$ cat src/rtl/mips_cpu_pkg.sv
// Shared widths and ALU operation encoding for the MIPS CPU datapath slice.
package mips_cpu_pkg;

    localparam int unsigned DATA_W     = 32;
    localparam int unsigned REG_ADDR_W = 5;
    localparam int unsigned OP_W       = 5;
    localparam int unsigned SHAMT_W    = 5;
    localparam int unsigned NUM_REGS   = 32;
    localparam int unsigned V0_IDX     = 2;

    typedef enum logic [OP_W-1:0] {
        ALU_AND  = 5'd0,
        ALU_OR   = 5'd1,
        ALU_ADD  = 5'd2,
        ALU_SUB  = 5'd3,
        ALU_SLT  = 5'd4,
        ALU_XOR  = 5'd5,
        ALU_SLL  = 5'd6,
        ALU_SRL  = 5'd7,
        ALU_SRA  = 5'd8,
        ALU_SLLV = 5'd9,
        ALU_SRLV = 5'd10,
        ALU_SRAV = 5'd11
    } aluop_t;

    // Variable shifts take their amount from operand A instead of the shamt field.
    function automatic logic is_var_shift(input logic [OP_W-1:0] op);
        return (op == ALU_SLLV) || (op == ALU_SRLV) || (op == ALU_SRAV);
    endfunction

endpackage

$ cat src/rtl/mips_cpu_alu_unit.sv
// Combinational MIPS ALU: logic, add/sub, signed compare and shifts; undefined ops yield 0.
module mips_cpu_alu_unit
    import mips_cpu_pkg::*;
(
    input  logic [OP_W-1:0]    op,
    input  logic [DATA_W-1:0]  a,
    input  logic [DATA_W-1:0]  b,
    input  logic [SHAMT_W-1:0] sa,
    output logic [DATA_W-1:0]  result,
    output logic               zero
);

    aluop_t             op_e;
    logic [SHAMT_W-1:0] shamt;
    logic [DATA_W-1:0]  sum;
    logic [DATA_W-1:0]  diff;
    logic               a_lt_b;

    assign op_e   = aluop_t'(op);
    assign shamt  = is_var_shift(op) ? a[SHAMT_W-1:0] : sa;
    assign sum    = a + b;
    assign diff   = a - b;
    assign a_lt_b = $signed(a) < $signed(b);

    always_comb begin
        result = '0;
        case (op_e)
            ALU_AND:            result = a & b;
            ALU_OR:             result = a | b;
            ALU_XOR:            result = a ^ b;
            ALU_ADD:            result = sum;
            ALU_SUB:            result = diff;
            ALU_SLT:            result = {{(DATA_W-1){1'b0}}, a_lt_b};
            ALU_SLL, ALU_SLLV:  result = b << shamt;
            ALU_SRL, ALU_SRLV:  result = b >> shamt;
            ALU_SRA, ALU_SRAV:  result = $unsigned($signed(b) >>> shamt);
            default:            result = '0;
        endcase
    end

    assign zero = (result == '0);

endmodule

$ cat src/rtl/mips_cpu_alu_regs.sv
// Register file (32x32, r0 hardwired to 0) plus ALU. Define REGFILE_BYPASS_EN to forward
// same-cycle write data to matching read ports.
module mips_cpu_alu_regs
    import mips_cpu_pkg::*;
(
    input  logic                  clk,
    input  logic                  rst,
    input  logic                  write,
    input  logic [REG_ADDR_W-1:0] wrAddr,
    input  logic [DATA_W-1:0]     wrData,
    input  logic [REG_ADDR_W-1:0] rdAddrA,
    output logic [DATA_W-1:0]     rdDataA,
    input  logic [REG_ADDR_W-1:0] rdAddrB,
    output logic [DATA_W-1:0]     rdDataB,
    output logic [DATA_W-1:0]     register_v0,
    input  logic [OP_W-1:0]       op,
    input  logic [DATA_W-1:0]     a,
    input  logic [DATA_W-1:0]     b,
    input  logic [SHAMT_W-1:0]    sa,
    output logic [DATA_W-1:0]     result,
    output logic                  zero
);

    logic [DATA_W-1:0] regs_q [NUM_REGS];
    logic              wr_en_d;

    assign wr_en_d = write && (wrAddr != '0);

    always_ff @(posedge clk or posedge rst) begin
        if (rst) begin
            for (int unsigned i = 0; i < NUM_REGS; i++) begin
                regs_q[i] <= '0;
            end
        end else if (wr_en_d) begin
            regs_q[wrAddr] <= wrData;
        end
    end

`ifdef REGFILE_BYPASS_EN
    // Forwarding is gated by rst so reset still forces every read port to 0.
    always_comb begin
        rdDataA = (rdAddrA == '0) ? '0 : regs_q[rdAddrA];
        rdDataB = (rdAddrB == '0) ? '0 : regs_q[rdAddrB];
        if (wr_en_d && !rst && (wrAddr == rdAddrA)) begin
            rdDataA = wrData;
        end
        if (wr_en_d && !rst && (wrAddr == rdAddrB)) begin
            rdDataB = wrData;
        end
    end
`else
    always_comb begin
        rdDataA = (rdAddrA == '0) ? '0 : regs_q[rdAddrA];
        rdDataB = (rdAddrB == '0) ? '0 : regs_q[rdAddrB];
    end
`endif

    assign register_v0 = regs_q[V0_IDX];

    mips_cpu_alu_unit u_alu (
        .op     (op),
        .a      (a),
        .b      (b),
        .sa     (sa),
        .result (result),
        .zero   (zero)
    );

endmodule

$ cat config.mk
export PLATFORM = sky130hd
export DESIGN_NAME = mips_cpu_alu_regs
export DESIGN_NICKNAME = d
export VERILOG_FILES = /design/src/rtl/mips_cpu_pkg.sv /design/src/rtl/mips_cpu_alu_unit.sv /design/src/rtl/mips_cpu_alu_regs.sv
export SDC_FILE = /design/constraint.sdc
export NUM_CORES = 2
export LEC_CHECK = 0
export ABC_AREA = 1
export CAP_MARGIN = 5
export CORE_MARGIN = 1
export CORE_UTILIZATION = 50
export DETAILED_ROUTE_END_ITERATION = 8
export PLACE_DENSITY = 0.72
export SLEW_MARGIN = 20
export SYNTH_ARGS = -nofsm -noshare
export SYNTH_HDL_FRONTEND = slang
export SYNTH_HIERARCHICAL = 1
export SYNTH_SLANG_ARGS = --single-unit
$ cat constraint.sdc
create_clock -name clk -period 35.4 [get_ports clk]
set_input_delay 3.54 -clock clk [delete_from_list [all_inputs] [get_ports clk]]
set_output_delay 3.54 -clock clk [all_outputs]
set_load 0.01 [all_outputs]
==> Word level (Yosys, flattened, before mapping) <==
Cells that the tools add are included.
{ "word_totals": {"register_bits": 1024, "input_bits": 124, "out_inout_bits": 129, "wordCells": 84} }
{ "classes": {"add_sub_neg": 2, "n_lt_le_gt_ge": 5, "eq_ne": 11, "n_shift": 3, "muxes": 13, "bitwise_logic": 6, "reduce_logical": 12} }
{ "op_table": {"columns": ["operator", "n"], "rows": [
  ["$bwmux W1024", 1],
  ["$bmux W32 S5", 2],
  ["$pmux W32 S9", 1],
  ["$mux W32", 7],
  ["$demux W32 S5", 1],
  ["$add A32 B32 Y32", 1],
  ["$and A32 B32 Y32", 1],
  ["$logic_not A32 Y1", 1],
  ["$lt A32 B32 Y1", 1],
  ["$or A32 B32 Y32", 1],
  ["$shl A32 B5 Y32", 1],
  ["$shr A32 B5 Y32", 1],
  ["$sshr A32 B5 Y32", 1],
  ["$sub A32 B32 Y32", 1],
  ["$xor A32 B32 Y32", 1],
  ["$eq A5 B3 Y1 const B", 4],
  ["$eq A5 B4 Y1 const B", 4],
  ["$ge A6 B6 Y1 const B", 3],
  ["$not A5 Y6", 3],
  ["$logic_not A5 Y1", 3],
  ["$eq A5 B2 Y1 const B", 2],
  ["$lt A6 B1 Y1 const B", 1],
  ["$reduce_or A2 Y1", 3],
  ["$eq A5 B1 Y1 const B", 1],
  ["4 further kinds", 6]
]} }

==> Longest topological paths before layout <==
{ "logic_depth": {"ltp_word": 7, "depth_mapped": 23, "depth_no_buf": 23} }

==> Modules after synthesis <==
Netlist, hierarchy kept.
{ "by_module_without_submodules": {"columns": ["mod", "n_inst", "cells_each", "area_each_um2", "seq_area_each_um2"], "rows": [
  ["mips_cpu_alu_regs", 1, 8354, 56938.4, 25624.6],
  ["mips_cpu_alu_unit", 1, 2015, 9912.0, 0.0]
]} }

==> Worst setup path after synthesis <==
OpenSTA, ideal clock, no wires.
{ "synth_path": {"kind": "in2out", "from": "input port a[0]", "to": "output port zero", "arrival_ps": 5977, "required_time_ps": 31860, "setup_slack_ps": 25883, "path_stages": 18, "n_path_buf": 0, "cell_sequence": "ha_1 -> inv_1 -> fa_1 -> inv_1 -> nand2_1 -> o21ai_0 -> a21oi_1 -> o21ai_0 -> nand3_1 -> nand2_1 -> nand2_1 -> nand3_1 -> nand3_1 -> nor2_1 -> nand2_1 -> nor2_1 -> nand2_1 -> nor2_1"} }
{ "synth_between": {"elab_chain_cells": 4, "elab_cells_between_ends": 12, "cone_classes": "add/sub (2); order compare (1); shift (3); mux (2); bitwise (3); reduce/logical (1)"} }
{ "synth_rtl": {"columns": ["item", "line", "source"], "rows": [
  ["from (decl)", "mips_cpu_alu_regs.sv:17", "input logic [DATA_W-1:0] a,"],
  ["parallel branches: the longest is 2 deep, another holds $sub A32 B32 Y32", null, null],
  ["$pmux W32 S9 (*)", "mips_cpu_alu_unit.sv:27", "case (op_e)"],
  ["net result[28]", "mips_cpu_alu_regs.sv:20", "output logic [DATA_W-1:0] result,"],
  ["$logic_not A32 Y1 (*)", "mips_cpu_alu_unit.sv:41", "assign zero = (result == '0);"],
  ["to (decl)", "mips_cpu_alu_regs.sv:21", "output logic zero"]
]} }
Mark *: on every way through the listed nets, which the timed path passes.

==> Final worst setup path <==
{ "layout_path": {"from": "input port rdAddrB[0]", "to": "output port rdDataB[26]"} }
{ "layout_between": {"elab_chain_cells": 5, "elab_cells_between_ends": 6, "cone_classes": "mux (4); bitwise (1); reduce/logical (1)"} }
{ "layout_rtl": {"columns": ["item", "line", "source"], "rows": [
  ["from (decl)", "mips_cpu_alu_regs.sv:13", "input logic [REG_ADDR_W-1:0] rdAddrB,"],
  ["$not A5 Y6 (not written as such)", "mips_cpu_alu_regs.sv:54", "rdDataB = (rdAddrB == '0) ? '0 : regs_q[rdAddrB];"],
  ["$bmux W32 S5", "mips_cpu_alu_regs.sv:54", null],
  ["$mux W32 (not written as such) (2 in a row)", "mips_cpu_alu_regs.sv:54", null],
  ["$mux W32 (*)", "mips_cpu_alu_regs.sv:54", null],
  ["to (decl)", "mips_cpu_alu_regs.sv:14", "output logic [DATA_W-1:0] rdDataB,"]
]} }
Every way passes the cells marked *; elsewhere a longest branch is shown, timed or not. The select of a mux whose other input is x is not followed.

==> results.yml <==
grt:
  grt_max_degree: 174
  first_global_vias: 67100
  grt_overflow: 0
  grt_use_total_pct: 42.0
  grt_antenna_before_repair: 22
  grt_pass1_wl_um: 430000
sta:
  fmax_mhz: 84.5
  skew_ps: 0
  setup_viol: 0
  grt_setup_unrepaired: "false"
  whs_ps: 404
  fin_setup_tns_ps: 0
  finalHoldViolations: 0
  layout_setup_ws_ps: 23560
  fin_crit_ps: 11840
  layout_worst_path_cycle_share_pct: 33.4
  max_slew_margin_pct: 21.0
  slew_viol_final: 0
  worstMarginPinSlew_ps: 1190
cts:
  cts_tree: "built"
  clock_latency_ps: 760
  cts_max_level: 3
  ctsResizeCount: 0
  holdBufCountCts: 0
  cts_buffer_depth: 3
  clkTransAtPathRegs_ps: 60
  cts_sinks: 1024
  cts_buffers: 109
  cts_setup_buffers: 0
  cts_root_buf: "clkbuf_16"
power_and_ir_drop:
  leakagePower_nw: 34.9
  p_comb_share_pct: 24.4
  vdd_drop_max_mv: 0.0521
  sequentialPowerShare_pct: 42.3
  powerDensity_nw_per_um2: 50.4
  p_clk_share_pct: 33.3
  p_sw_mw: 1.27
  intPower_mw: 2.41
  switching_share_pct: 34.5
floorplanning:
  die-height_um: 368
  die-area_um2: 135000
  start_util_pct: 50.6
  num_rows: 133
  die_x_um: 368
  io_pins: 253
  design.core.area_um2: 132000
job:
  max-cap-violations: 0
final_layout:
  final_nets: 10200
  final_util_pct: 55.3
  final_cell_mix: "nand2_1 (3569), nand3_1 (1410), o21ai_0 (1360)"
  stdcell_count: 11900
  drive_above_1_share_pct: 3.93
  layout_commonest_cell: "nand2_1"
  fillCellCount: 13100
  area.growth.synth_to_final_pct: 9.26
synth:
  synth_warnings: 6
  synthCells: 10400
  synthArstFlopShare_pct: 100
  ys_seq_area_share_pct: 38.3
  syn_area_per_cell_um2: 6.45
  ys_types: 48
  synth.mux.area_fraction_pct: 0
  synthesis.area_um2: 66900
  synth_edf_count: 0
  yosys.area_share.simple_pct: 36.6
  synth_nets: 10600
  synth-xor-area-share_pct: 0.0131
  synthAdderAreaFrac_pct: 1.95
  synth_top_family_by_area: "simple AND/OR/NAND/NOR gates"
  synth-compound-area-share_pct: 14.9
  ys_seq_elements: 1024
  synth_flop_cell: "dfrtp_1"
setup_path:
  r2r_cells: 2
  worstPathRequired_ps: 31860
  path_max_fanout: 85
  worstSetupStartpointType: "input port"
  slowest_stage: "buf_4"
  end_kind: "primary output"
  path_common_cell: "nand2_1"
  slowest_delay_ps: 870
  crit_path_cell_trace: "buf_8 -> buf_4 -> buf_4 -> buf_4 -> nand2_1 -> nand3_1 -> nand3_1 -> nand2_1 -> nand2_1 -> nand3_1 -> nand2_1 -> nor2_1 -> clkdlybuf4s50_1"
  crit_type: "input port to primary output"
  critPathArrivalTime_ps: 8300
outcome:
  violations: "DRC"
  status: "complete, but fails checks"
routing:
  drt-initial-drc-count: 11900
  totalWireLength_um: 292000
  antenna_left: 0
  dr_total_vias: 73800
  viasPerCell: 6.22
  dr.pass1.iters: 9
  route.detailed.drc: 1
  avgRoutedWirePerCell_um: 24.6
worst_hold_path:
  hp-class: "flip-flop to flip-flop"
  hold_depth: 0
placement:
  hpwl_um: 177000
  io_buffers: 252
  routabilityCongestion: 1.05
  pre_cts_slack_ps: 23770
  dpl.cell_count: 11700
[power groups by stage]
stage	combinational (mW)	sequential, mW	clock, mW
after floorplan	0.612	1.53	0
after global placement	0.856	1.56	0
after detailed placement	0.873	1.57	0
after CTS	0.877	1.55	1.23
after global routing	0.999	1.58	1.28
final	0.898	1.56	1.23
[logic make-up (layout without fill, tap and decap cells)]
| kind of cell | count (synthesis) | in the layout |
|---|---|---|
| and+or+nand+nor | 5964 | 5964 |
| AOI/OAI and AO/OA | 1905 | 1905 |
| buffers and inverters | 1372 | 1106 |
| DFF | 1024 | 1024 |
| adders and majority gates | 103 | 103 |
| xor gates and xnor gates | 1 | 1 |
| other | 0 | 11 |
[cell usage after synthesis (2+ instances only)]
library cell | instances | area share (%)
a211oi_1 | 2 | 0.022
a21boi_0 | 5 | 0.056
a21o_1 | 3 | 0.034
a21oi_1 | 311 | 2.3
a221oi_1 | 9 | 0.12
a31oi_1 | 2 | 0.019
and2_1 | 2 | 0.019
buf_1 | 76 | 0.43
buf_2 | 137 | 1.0
buf_4 | 40 | 0.45
buf_6 | 4 | 0.067
clkbuf_1 | 581 | 3.3
clkinv_1 | 3 | 0.017
dfrtp_1 | 1024 | 38
fa_1 | 2 | 0.060
ha_1 | 101 | 1.9
inv_1 | 515 | 2.9
inv_2 | 16 | 0.090
nand2_1 | 3595 | 20
nand2_2 | 6 | 0.056
nand2_4 | 2 | 0.034
nand3_1 | 1411 | 11
nand3_2 | 3 | 0.045
nand3b_1 | 4 | 0.045
nand4_1 | 44 | 0.41
nor2_1 | 858 | 4.8
nor2_2 | 5 | 0.047
nor3_1 | 17 | 0.13
nor3_2 | 7 | 0.10
nor4_1 | 2 | 0.019
o211ai_1 | 96 | 1.1
o21a_1 | 3 | 0.034
o21ai_0 | 1361 | 10
o21ai_1 | 74 | 0.55
o21ai_2 | 4 | 0.052
o21bai_1 | 10 | 0.11
o221ai_1 | 3 | 0.039
o22ai_1 | 19 | 0.18
or2_2 | 3 | 0.028
[path summary, 6_finish.rpt]
kind                                               to                       start  slack, ps
setup / recovery                          rdDataB[26]                  rdAddrB[0]      23560
hold / removal               regs_q[1004]$_DFFE_PP0P_    regs_q[1004]$_DFFE_PP0P_        400
setup reg to reg           register_v0[6]$_DFFE_PP0P_  register_v0[6]$_DFFE_PP0P_      34530
hold reg to reg              regs_q[1004]$_DFFE_PP0P_    regs_q[1004]$_DFFE_PP0P_        400
max in group asynchronous     regs_q[233]$_DFFE_PP0P_                         rst      28850
min in group asynchronous     regs_q[753]$_DFFE_PP0P_                         rst       3330
[stage by stage]
step	power, mW	instance area [µm²]
2_1_floorplan	2.14	66900
3_3_place_gp	2.41	69200
3_5_place_dp	2.44	69200
4_1_cts	3.66	73000
5_1_grt	3.86	73000
6_report	3.68	73000
[sequential cells by signal, summed over array words and instances (netlist names)]
register	flops
register_v0	32
regs_q	992
[worst max-delay path, delay by kind of cell]
family | cells | cell delay (ps)
AND/OR/NAND/NOR | 8 | 1090
buffers and inverters | 5 | 3520
[cell type report]
cell class,instances,area [µm²],share of cell area [%]
well taps,1755,2200,3.01
repair buffers,370,3470,4.76
flip-flops and latches,1024,25600,35.1
diodes,11,27.5,0.0377
clock buffers,159,3200,4.38
inverters,534,2050,2.81
clock inverters,43,593,0.812
multi-input cells,7973,35900,49.1
[per-layer routing]
layer / part of all wire [%] / GRT usage, % / wire length (µm) / vias up
met5: 0.092 / 0 / 270 / -
met4: 5.1 / 19.5 / 14900 / 18
met3: 15 / 13.5 / 44200 / 913
met2: 41 / 58.8 / 119000 / 5352
met1: 39 / 58.3 / 114000 / 34500
li1: - / - / - / 33000
No activity file was read; power rests on OpenSTA's default activity.
